<file path="src/rtl/sonar_uc.sv">
// Sonar sweep control unit: settles the servo, triggers one measurement per position,
// sends an N_CHARS frame over serial, and sweeps positions 0..7 back and forth.
module sonar_uc #(
    parameter int unsigned T_SERVO   = 50_000_000,
    parameter int unsigned T_TIMEOUT = 3_000_000,
    parameter int unsigned N_CHARS   = 8
) (
    input  logic       clock,
    input  logic       reset,
    input  logic       ligar,
    input  logic       sensor_pronto,
    input  logic       serial_pronto,
    output logic       medicao,
    output logic       transmissao,
    output logic [2:0] sel_posicao,
    output logic [2:0] sel_rom,
    output logic [2:0] sel_transmissao,
    output logic       timeout,
    output logic       fim_posicao,
    output logic [3:0] db_estado
);

    localparam int unsigned T_MAX = (T_SERVO > T_TIMEOUT) ? T_SERVO : T_TIMEOUT;
    localparam int unsigned TMR_W = $clog2(T_MAX + 1);

    typedef enum logic [3:0] {
        INICIAL         = 4'd0,
        ESPERA_SERVO    = 4'd1,
        MEDE            = 4'd2,
        AGUARDA_MEDIDA  = 4'd3,
        TRANSMITE       = 4'd4,
        AGUARDA_SERIAL  = 4'd5,
        PROXIMO_CHAR    = 4'd6,
        PROXIMA_POSICAO = 4'd7,
        FALHA           = 4'd8
    } state_t;

    state_t           state_q, state_d;
    logic [TMR_W-1:0] tmr_q, tmr_d;
    logic [2:0]       pos_q, pos_d;
    logic [2:0]       chr_q, chr_d;
    logic             dir_down_q, dir_down_d;
    logic             med_q, tx_q, to_q, fim_q;

    // Next-state, timer, character index and sweep position
    always_comb begin
        state_d    = state_q;
        tmr_d      = tmr_q;
        pos_d      = pos_q;
        chr_d      = chr_q;
        dir_down_d = dir_down_q;
        case (state_q)
            INICIAL: begin
                if (ligar) begin
                    state_d = ESPERA_SERVO;
                    tmr_d   = '0;
                end
            end
            ESPERA_SERVO: begin
                if (!ligar) begin
                    state_d = INICIAL;
                end else if (tmr_q == TMR_W'(T_SERVO - 1)) begin
                    state_d = MEDE;
                end else begin
                    tmr_d = tmr_q + TMR_W'(1);
                end
            end
            MEDE: begin
                tmr_d   = '0;
                chr_d   = '0;
                state_d = AGUARDA_MEDIDA;
            end
            AGUARDA_MEDIDA: begin
                // A measurement arriving on the last allowed cycle still counts
                if (sensor_pronto) begin
                    state_d = TRANSMITE;
                end else if (tmr_q == TMR_W'(T_TIMEOUT - 1)) begin
                    state_d = FALHA;
                end else begin
                    tmr_d = tmr_q + TMR_W'(1);
                end
            end
            FALHA:     state_d = PROXIMA_POSICAO;
            TRANSMITE: state_d = AGUARDA_SERIAL;
            AGUARDA_SERIAL: begin
                if (serial_pronto) begin
                    state_d = PROXIMO_CHAR;
                end
            end
            PROXIMO_CHAR: begin
                if (chr_q == 3'(N_CHARS - 1)) begin
                    state_d = PROXIMA_POSICAO;
                end else begin
                    chr_d   = chr_q + 3'd1;
                    state_d = TRANSMITE;
                end
            end
            PROXIMA_POSICAO: begin
                // Bounce at the ends: the direction flips on the step that reaches 7 or 0
                if (!dir_down_q) begin
                    pos_d = pos_q + 3'd1;
                    if (pos_q == 3'd6) begin
                        dir_down_d = 1'b1;
                    end
                end else begin
                    pos_d = pos_q - 3'd1;
                    if (pos_q == 3'd1) begin
                        dir_down_d = 1'b0;
                    end
                end
                tmr_d   = '0;
                state_d = ligar ? ESPERA_SERVO : INICIAL;
            end
            default: state_d = INICIAL;
        endcase
    end

    // State and Moore output registers
    always_ff @(posedge clock) begin
        if (!reset) begin
            state_q    <= INICIAL;
            tmr_q      <= '0;
            pos_q      <= '0;
            chr_q      <= '0;
            dir_down_q <= 1'b0;
            med_q      <= 1'b0;
            tx_q       <= 1'b0;
            to_q       <= 1'b0;
            fim_q      <= 1'b0;
        end else begin
            state_q    <= state_d;
            tmr_q      <= tmr_d;
            pos_q      <= pos_d;
            chr_q      <= chr_d;
            dir_down_q <= dir_down_d;
            med_q      <= (state_d == MEDE);
            tx_q       <= (state_d == TRANSMITE);
            to_q       <= (state_d == FALHA);
            fim_q      <= (state_d == PROXIMA_POSICAO);
        end
    end

    assign medicao         = med_q;
    assign transmissao     = tx_q;
    assign timeout         = to_q;
    assign fim_posicao     = fim_q;
    assign sel_posicao     = pos_q;
    assign sel_rom         = pos_q;
    assign sel_transmissao = chr_q;
    assign db_estado       = state_q;

endmodule

</file>
<file path="config.mk">
export PLATFORM = sky130hd
export DESIGN_NAME = sonar_uc
export DESIGN_NICKNAME = d
export VERILOG_FILES = /design/src/rtl/sonar_uc.sv
export SDC_FILE = /design/constraint.sdc
export NUM_CORES = 1
export LEC_CHECK = 0
export ABC_CLOCK_PERIOD_IN_PS = 4800
export BUFFER_PORTS_ARGS = -buffer_cell sky130_fd_sc_hd__buf_4
export CORE_MARGIN = 2
export CORE_UTILIZATION = 50
export DETAILED_ROUTE_END_ITERATION = 8
export HOLD_SLACK_MARGIN = 0.05
export PLACE_DENSITY = 0.7
export SYNTH_ARGS = -nofsm -noshare
export SYNTH_HDL_FRONTEND = slang
export SYNTH_SLANG_ARGS = --single-unit
</file>
<file path="constraint.sdc">
create_clock -name clock -period 4.8 [get_ports clock]
set_input_delay 0.24 -clock clock [delete_from_list [all_inputs] [get_ports clock]]
set_output_delay 0.24 -clock clock [all_outputs]
set_load 0.01 [all_outputs]
</file>
==> flow_results.org, run 1 <==
** Run status
- Result of the run :: complete, no violations

** Clock tree
- Hold repair after CTS inserted 0 buffers.
- For the worst-skew pair, the clock arrives at the later sink with an insertion delay of 0.31 ns.
- Num CTS Buffers :: 5
- In this run the number of H-tree levels came out at 2.
- In this run, post-CTS repair resized a total of 0 instances.
- Clock tree sinks :: 41
- CTS root buf :: sky130_fd_sc_hd__clkbuf_8
- After clock tree synthesis, the clock-pin slew on the worst setup and hold paths is 0.08 ns.
- Post-CTS setup buffer count :: 0
- The clock passes through at most 2 buffers.
- TritonCTS built the clock tree.

** Worst setup path
- STA classifies the critical path startpoint as a flip-flop.
- Of all nets on the critical path, the largest fanout is 15.
- For the worst setup path, the data arrival time is between 2 and 3 ns.
- The critical path is of the flip-flop to flip-flop type.
- Register-to-Register Path Depth :: 6
- The setup check on the worst reg-to-reg path leaves a slack of 2.45 ns.
- At the worst endpoint, the required time is approximately 5.0 ns.
- FF-to-FF Start :: tmr_q[6]$_SDFFE_PN0P_
- STA classifies the critical path endpoint as a flip-flop.
- Reg-to-reg critical path endpoint :: tmr_q[13]$_SDFFE_PN0P_

** Placed design
- Routability-driven placement congestion ratio :: roughly 0.86
- Counting tap cells, the placed design contains a total of 333 instances.
- In this run the tool buffered the top-level ports with 21 buffer cells.
- Worst-case setup slack after placement :: 2.46 ns
- Placed cell areas :: 2500 µm²
- The wire-length estimate of the detail-placed layout is ~3.5 mm.

** Timing
- Final period util :: between 40% and 50%
- Time the final worst path needs with I/O delays and setup :: 2.35 ns
- Derived from the worst setup path, the maximum achievable clock frequency is 425 MHz.
- Final Hold Violating Endpoints :: 0
- Worst clock skew :: 0.00924 ns
- Setup slack closes at ~2.4 ns.
- The final max-slew violation count was 0.
- Setup repair after global routing left no endpoint under its margin.
- Worst slew pin tran :: about 0.51 ns
- Number of failing setup endpoints in the final timing report :: 0
- In this run the tightest slew margin relative to its limit is 66.0%.
- Setup Total Neg Slack :: 0 ns

** Synth
- Most common flop cell mapped by yosys :: sky130_fd_sc_hd__dfxtp_1
- After synthesis, the largest family of logic cells by area is simple AND/OR/NAND/NOR gates.
- Of the post-synthesis cell area, the part taken by muxes is 0.904%.
- Syn_area_per_cell :: 8.68 µm²
- Ys async rst share :: 0%
- Sequential element share of the synthesized area :: 34.9%
- Of the total synthesized cell area, the portion taken by XOR and XNOR cells is 2.98%.
- Synth Cell Area :: 2350 µm²
- Counting flops with a built-in enable in the synthesized netlist gives 0.
- Mapped Nets :: 283
- The synthesized design contains 41 register bits.
- Area fraction in compound gates after synthesis :: 21.6%
- Synthesized instance count :: about 270
- Distinct cell type count after synthesis :: 60
- Yosys warnings :: 0
- Simple-gate share of the synthesized area :: 30.8%
- Of the total synthesized cell area, the portion taken by full adders, half adders and majority gates is 3.72%.

** GRT
- The first global-routing pass estimated 8.70 mm of wire.
- Entering global routing, the biggest net connects 24 pins.
- Remaining global-route overflow :: 0
- In the global route stage, overall resource usage came out at 21.0%.
- The via count of the first global-routing pass was 1902.
- Number of antenna violations at the first check in global routing :: 0

** Route
- The detail route stage leaves a number of antenna-violating nets equal to 0.
- The detailed router placed between 2000 and 2500 vias in this run.
- For this block, the initial DRC count from the detailed router was 141.
- Dividing the detail-routed wire length by the instance count gives 14.5 µm.
- Remaining DRCs :: 0
- The routed design has ~5.0 mm of wire.
- Using the TritonRoute via totals, the vias-per-cell ratio works out to 5.94.
- Before antenna repair, the detailed router went through 4 iterations.

** Pwr
- Switching power of the nets :: roughly 160 µW
- Switching power as a share of total power :: 23.6%
- Across the VDD grid, the largest voltage drop is between 0.0001 and 0.00015 V.
- The internal power of the cells totals 510 µW.
- Fraction of power consumed by combinational cells :: 5.5%
- Clock power frac :: 42.7%
- In this run the power density over the cells is 255 nW/µm².
- Share of total power in sequential cells :: 51.8%
- Leakage dissipation :: 0.923 nW

** Die
- The die covers 5270 µm².
- 22 I/O pins were placed.
- The die is 72.6 µm tall.
- After floorplanning, the core was divided into 24 placement rows.
- Horizontal die dimension :: 72.6 µm
- Core area :: 4440 µm²
- The initial utilization of the core area, before any placement, comes to 53.0%.

** Hold path
- Path category of the worst min-delay check :: input pin to flip-flop
- Counting instances, the worst hold path has a depth of 2.
- Hold endpoint :: db_estado[0]$_SDFF_PN0_
- The startpoint identified for the worst hold timing path is reset.

** Layout
- Cell Count, Final, Fillers Out :: 341
- Final design area excluding fillers :: 2620 µm²
- The number of antenna diodes in the final layout is 0.
- Fraction of layout cells with a size suffix above 1 :: between 20% and 30%
- For this run, the post-layout net count is 300.
- Area delta synth->final :: 11.2%

** Job
- Max-cap violations in this run came to 0.
-- per-layer routing --
metal  share of wire (%)  global-route usage [%]  up-vias
met2                  46                    32.8       32
met5                   0                       0        -
met1                  48                    27.8      956
met3                 3.9                    5.80        8
li1                    -                       -     1030
met4                 1.3                    7.82        0
-- how the worst max path moves through the flow --
stage,startpoint,endpoint,depth (start not counted)
final,tmr_q[6]$_SDFFE_PN0P_,tmr_q[13]$_SDFFE_PN0P_,6
after global routing,db_estado[2]$_SDFF_PN0_,tmr_q[15]$_SDFFE_PN0P_,6
after floorplan,tmr_q[0]$_SDFFE_PN0P_,tmr_q[1]$_SDFFE_PN0P_,8
after detailed placement,db_estado[2]$_SDFF_PN0_,tmr_q[15]$_SDFFE_PN0P_,6
after global placement,db_estado[2]$_SDFF_PN0_,tmr_q[23]$_SDFFE_PN0P_,6
after CTS,db_estado[2]$_SDFF_PN0_,tmr_q[15]$_SDFFE_PN0P_,6
-- state kept, by name (all words and copies together) (netlist names) --
| register | flops |
|---|---|
| medicao | 1 |
| fim_posicao | 1 |
| dir_down_q | 1 |
| timeout | 1 |
| db_estado | 4 |
| tmr_q | 26 |
| sel_posicao | 3 |
| transmissao | 1 |
| sel_transmissao | 3 |
-- through the flow --
step | hold slack, ns | power, mW | util (%)
after floorplan | 0.394 | 0.380 | -
after global placement | 0.473 | 0.390 | 56.3
after detailed placement | 0.478 | 0.391 | 56.3
after CTS | 0.243 | 0.676 | 58.9
after global routing | 0.244 | 0.694 | 58.9
final | 0.247 | 0.667 | 58.9
-- worst max-delay path, cell delays in order, from the launching register on --
cell and delay (ns):
sky130_fd_sc_hd__dfxtp_1 0.46, sky130_fd_sc_hd__or4b_4 0.51, sky130_fd_sc_hd__nor4_4 0.43, sky130_fd_sc_hd__a21oi_4 0.18, sky130_fd_sc_hd__o211ai_4 0.40, sky130_fd_sc_hd__or3_2 0.20
sky130_fd_sc_hd__a21oi_2 0.05
-- kinds of logic after synthesis --
| logic type | Yosys count |
|---|---|
| flip-flops | 41 |
| XOR/XNOR | 8 |
| AO/OA/AOI/OAI | 72 |
| adder cells (fa/ha/maj) | 7 |
| AND/OR/NAND/NOR | 120 |
| multiplexers | 2 |
| buffers and inverters | 21 |
-- power by group through the flow --
stage,Combinational (mW),Sequential (mW),Clock [mW]
3_5_place_dp,0.0370,0.354,0
2_1_floorplan,0.0284,0.352,0
5_1_grt,0.0410,0.346,0.307
4_1_cts,0.0372,0.346,0.293
3_3_place_gp,0.0366,0.354,0
6_report,0.0368,0.346,0.285
-- cells in the mapped netlist, drive strengths merged, types with 5 or more instances --
cell type / instances / share of area [%]
a21oi: 24 / 6.5
inv: 9 / 1.4
dfxtp: 41 / 35
nor2: 16 / 2.6
o21ai: 20 / 4.9
ha: 7 / 3.7
or3: 14 / 4.0
nand3: 11 / 2.3
and2: 5 / 1.3
buf: 9 / 3.1
nor4: 7 / 3.4
o211ai: 7 / 3.2
nand2: 29 / 4.6
and3: 8 / 2.2
-- layout make-up --
cell class / count / area, µm²
fill: 391 / 1830
multi-input combinational: 209 / 1420
sequential: 41 / 821
timing repair buffer: 22 / 165
clock buffer: 5 / 68.8
tap: 52 / 65.1
clock inverter: 3 / 46.3
inverter: 9 / 33.8
-- layout by cell type, fill, tap and decap left out, types with 2 or more instances in the layout --
cell	synthesis	final
sky130_fd_sc_hd__xnor2_1	4	4
sky130_fd_sc_hd__nand4b_1	3	3
sky130_fd_sc_hd__xor2_1	4	4
sky130_fd_sc_hd__clkbuf_8	0	5
sky130_fd_sc_hd__buf_4	4	22
sky130_fd_sc_hd__or3_2	6	6
sky130_fd_sc_hd__o21a_1	3	3
sky130_fd_sc_hd__o21ai_0	5	4
sky130_fd_sc_hd__nor4b_1	3	3
sky130_fd_sc_hd__dfxtp_1	41	41
sky130_fd_sc_hd__a21oi_2	6	6
sky130_fd_sc_hd__inv_1	9	9
sky130_fd_sc_hd__o2111ai_1	3	3
sky130_fd_sc_hd__o21ai_2	1	2
sky130_fd_sc_hd__nor4_1	4	4
sky130_fd_sc_hd__nor2_1	16	16
sky130_fd_sc_hd__nand2_1	29	29
sky130_fd_sc_hd__or3_1	8	8
sky130_fd_sc_hd__o211ai_1	4	4
sky130_fd_sc_hd__nand3_1	11	11
sky130_fd_sc_hd__nor2b_1	3	3
sky130_fd_sc_hd__a21boi_0	4	4
sky130_fd_sc_hd__or4_1	4	4
sky130_fd_sc_hd__a21oi_1	17	17
sky130_fd_sc_hd__nor4_4	2	2
sky130_fd_sc_hd__o211ai_2	2	2
sky130_fd_sc_hd__a31oi_1	2	2
sky130_fd_sc_hd__ha_1	7	7
sky130_fd_sc_hd__and4_1	3	3
sky130_fd_sc_hd__and3_1	7	7
sky130_fd_sc_hd__o21ai_1	13	13
sky130_fd_sc_hd__nand2b_1	2	2
sky130_fd_sc_hd__nand4_1	4	4
sky130_fd_sc_hd__and2_1	5	5
Power figures use the tool's default switching activity.
==> run 2, diff against run 1 <==
ABC_CLOCK_PERIOD_IN_PS = 2029   (was 4800)
PLACE_DENSITY = 0.73   (was 0.7)
clock period = 2.03 ns   (was 4.8 ns; I/O delays follow)
==> flow_results.org, run 2 (synthesized netlist as in run 1, its figures left out) <==
** Layout
- From synthesis to final layout, the design area changed by 29.8%.
- The end-of-flow core utilization came to 68.8% (+9.9 points).
- The flip-flop count of the largest register after layout came to 26 (unchanged).
- Top reg by flops :: tmr_q
- The final cell area excluding filler cells was 3060 µm² (+17%).
- The final instance count without filler cells is 378 (+11%).
- Filler Cell Count :: 359 (-8.2%)
- Fraction of layout cells with a size suffix above 1 :: 33.4% (+13 points)
- The diode insertion count for antenna repair was 0 (unchanged).
- The top cell types in the final layout, fill and taps aside, are 54 x sky130_fd_sc_hd__buf_4, 39 x sky130_fd_sc_hd__dfxtp_1, 29 x sky130_fd_sc_hd__nand2_1.
- The library cell used most frequently in the layout, excluding fill and tap cells, is sky130_fd_sc_hd__buf_4.
- The total number of nets in the final design came to 337 (+12%).

** Run status
- Result of the run :: finished, violations left
- Violated checks :: negative setup slack

** GRT
- Number of antenna violations at the first check in global routing :: 0 (unchanged)
- Via count of the first global-routing pass :: 2025 (+6.5%)
- Met1 track utilization from global routing :: 28.2% (+0.36 points)
- Remaining global-route overflow :: 0 (unchanged)
- Global-route wire length before repair :: 9.31 mm (+7.0%)
- Peak-usage layer in the global routing report :: met2
- Met2 track demand over resource :: 37.1% (+4.2 points)
- Largest net degree at the start of global routing :: 17 (-29%)
- Overall routing resource usage :: 22.5% (+1.4 points)
- GR Util met3 :: 5.80% (unchanged)

** Pwr
- Switching power of the nets :: 389 µW (+150%)
- Power per cell area :: 533 nW/µm² (+110%)
- The share of total power consumed by net switching was 23.9% (+0.36 points).
- The combinational fraction of design power was 8.5% (+3.0 points).
- The worst ir drop on vdd came to 0.000486 V (+260%).
- The internal power is 1.24 mW (+140%).
- Clock power frac :: 41.5% (-1.2 points)
- Share of total power in sequential cells :: 50.0% (-1.8 points)
- Final total power :: 1.63 mW (+140%)
- Leakage dissipation :: 1.14 nW (+24%)

** Clock tree
- The source-to-sink clock delay at the later pin of the worst-skew pair is 0.30 ns (about the same).
- The clock sink count was 41 (unchanged).
- CTS tree :: built
- The CTS buffer count came to 5 (unchanged).
- The clock tree buffer depth came to 2 (unchanged).
- CTS root buf :: sky130_fd_sc_hd__clkbuf_8
- Clock transition at path regs :: 0.09 ns (about the same)
- Maximum level of the CTS H-tree :: 2 (unchanged)

** Placed design
- The post-place instance area is 2780 µm² (+11%).
- The post-placement cell count came to 365 (+9.6%).
- The setup slack at placement was -0.0112 ns (-2.47 ns).
- I/O Buffers :: 21 (unchanged)
- The half-perimeter wire length of the detailed placement result was 4.12 mm (+19%).
- The final weighted congestion in routability-driven placement came to 0.840 (-2.6%).

** Worst setup path
- Critical Path End Type :: flip-flop
- Register-to-Register Path Depth :: 7 (+1)
- Critical path buffer and inverter count :: 1 (+1)
- The critical path arrival was 2.30 ns (-0.24 ns).
- In this design, the largest share of critical-path delay is due to simple AND/OR/NAND/NOR gates.
- The worst-path maximum fanout is 7 (-8).
- Crit-path max cell delay :: 0.54 ns (+0.03 ns)
- Slowest stage cell, crit path :: sky130_fd_sc_hd__or4b_4
- CP Class :: flip-flop to flip-flop
- STA classifies the critical path startpoint as a flip-flop.
- Worst-path cell chain :: or4b_4 > nor4_4 > a21oi_4 > o211ai_4 > clkbuf_16 > xor2_1 > nor2_1
- Cell depth of the worst setup path :: 7 (+1)
- The worst path required time came to 2.23 ns (-2.76 ns).

** Timing
- The setup clock skew after layout was 0.00834 ns (-0.000904 ns).
- The final max-slew violation count was 0 (unchanged).
- Worst Setup Slack, final :: -0.0762 ns (-2.52 ns)
- Final period util :: 104% (+55 points)
- The total count of hold-check failures in the final report came to 0 (unchanged).
- Slew margin rel. :: 64.0% (-2.0 points)
- Time the final worst path needs with I/O delays and setup :: 2.11 ns (-0.247 ns)
- Number of failing setup endpoints in the final timing report :: 10 (+10)
- Upper clock frequency limit :: 475 MHz (+12%)
- Worst slew pin tran :: 0.540 ns (+0.0303 ns)
- RSZ-0062 raised after global routing :: yes

** Route
- The mean routed wirelength per cell came to 15.1 µm (+4.1%).
- Wirelength, routed :: 5.72 mm (+15%)
- The remaining number of nets flagged by the antenna check after routing was 0 (unchanged).
- The detailed-router iteration count before antenna repair is 4 (unchanged).
- The starting DRC count in detailed routing is 105 (-26%).
- The vias after detailed routing came to 2245 (+11%).
- Detail-routed via count per cell :: 5.94 (about the same)
- The number of remaining DRC errors came to 0 (unchanged).

** Hold path
- The worst hold path belongs to the class input pin to flip-flop.
- The instance count along the most critical hold path was 2 (unchanged).

** Die
- Total Die Area :: 5270 µm² (unchanged)
- The number of primary I/O pins is 22 (unchanged).
- Floorplan die height :: 72.6 µm (unchanged)
- Starting Density :: 53.0% (unchanged)
- The width of the chip was 72.6 µm (unchanged).
- The core area is 4440 µm² (unchanged).
- Num rows :: 24 (unchanged)

** Job
- The number of max-cap violations came to 0 (unchanged).
-- run 2: cell count changes in the layout (fill, tap and decap cells not counted), moves of 2 or more --
| cell | before | now |
|---|---|---|
| sky130_fd_sc_hd__a21oi_1 | 17 | 14 |
| sky130_fd_sc_hd__a21oi_2 | 6 | 9 |
| sky130_fd_sc_hd__buf_12 | 0 | 3 |
| sky130_fd_sc_hd__buf_4 | 22 | 54 |
| sky130_fd_sc_hd__dfxtp_1 | 41 | 39 |
| sky130_fd_sc_hd__dfxtp_2 | 0 | 2 |
| sky130_fd_sc_hd__o2111ai_1 | 3 | 1 |
| sky130_fd_sc_hd__o2111ai_2 | 0 | 2 |
| sky130_fd_sc_hd__or3_2 | 6 | 0 |
| sky130_fd_sc_hd__or3_4 | 0 | 6 |
-- run 2: final cells by class --
type                            count  area [µm²]  area share, %
Multi-Input combinational cell    209        1520           49.6
Sequential cell                    41         823           26.9
Timing Repair Buffer               59         502           16.4
Clock buffer                        5        68.8           2.25
Tap cell                           52        65.1           2.13
Clock inverter                      3        46.3           1.52
Inverter                            9        33.8           1.11
-- run 2: repair_timing --
item                       in CTS  in global routing
pin swaps                       2                 26
gates resized for setup         1                 24
buffers inserted                0                  4
hold buffers                    0                  0
gates cloned                    0                  1
setup endpoints to repair       5                 22
-- run 2: layer usage --
layer	vias up	routed length (µm)
met5	-	0
met4	0	119
met3	15	279
met2	59	2790
met1	1064	2530
li1	1107	-
-- run 2: path summary, 6_finish.rpt --
path	from	endpoint	slack (ns)
max reg2reg	tmr_q[7]$_SDFFE_PN0P_	tmr_q[11]$_SDFFE_PN0P_	-0.08
max	tmr_q[7]$_SDFFE_PN0P_	tmr_q[11]$_SDFFE_PN0P_	-0.08
min reg2reg	sel_transmissao[1]$_SDFFE_PN0P_	sel_transmissao[1]$_SDFFE_PN0P_	0.49
min	reset	sel_posicao[1]$_SDFFE_PN0N_	0.12
-- run 2: through the flow --
step / setup TNS [ns] / hold WS, ns
5_1_grt: -1.33 / 0.130
6_report: -0.420 / 0.122
3_3_place_gp: 0 / 0.433
2_1_floorplan: 0 / 0.255
4_1_cts: 0 / 0.116
3_5_place_dp: -0.0112 / 0.445
-- run 2: power by group through the flow --
stage | Combinational, mW | Sequential [mW] | Clock (mW)
final | 0.139 | 0.814 | 0.676
after global routing | 0.148 | 0.815 | 0.723
after CTS | 0.127 | 0.812 | 0.687
after detailed placement | 0.126 | 0.831 | 0
after global placement | 0.124 | 0.831 | 0
after floorplan | 0.0672 | 0.832 | 0
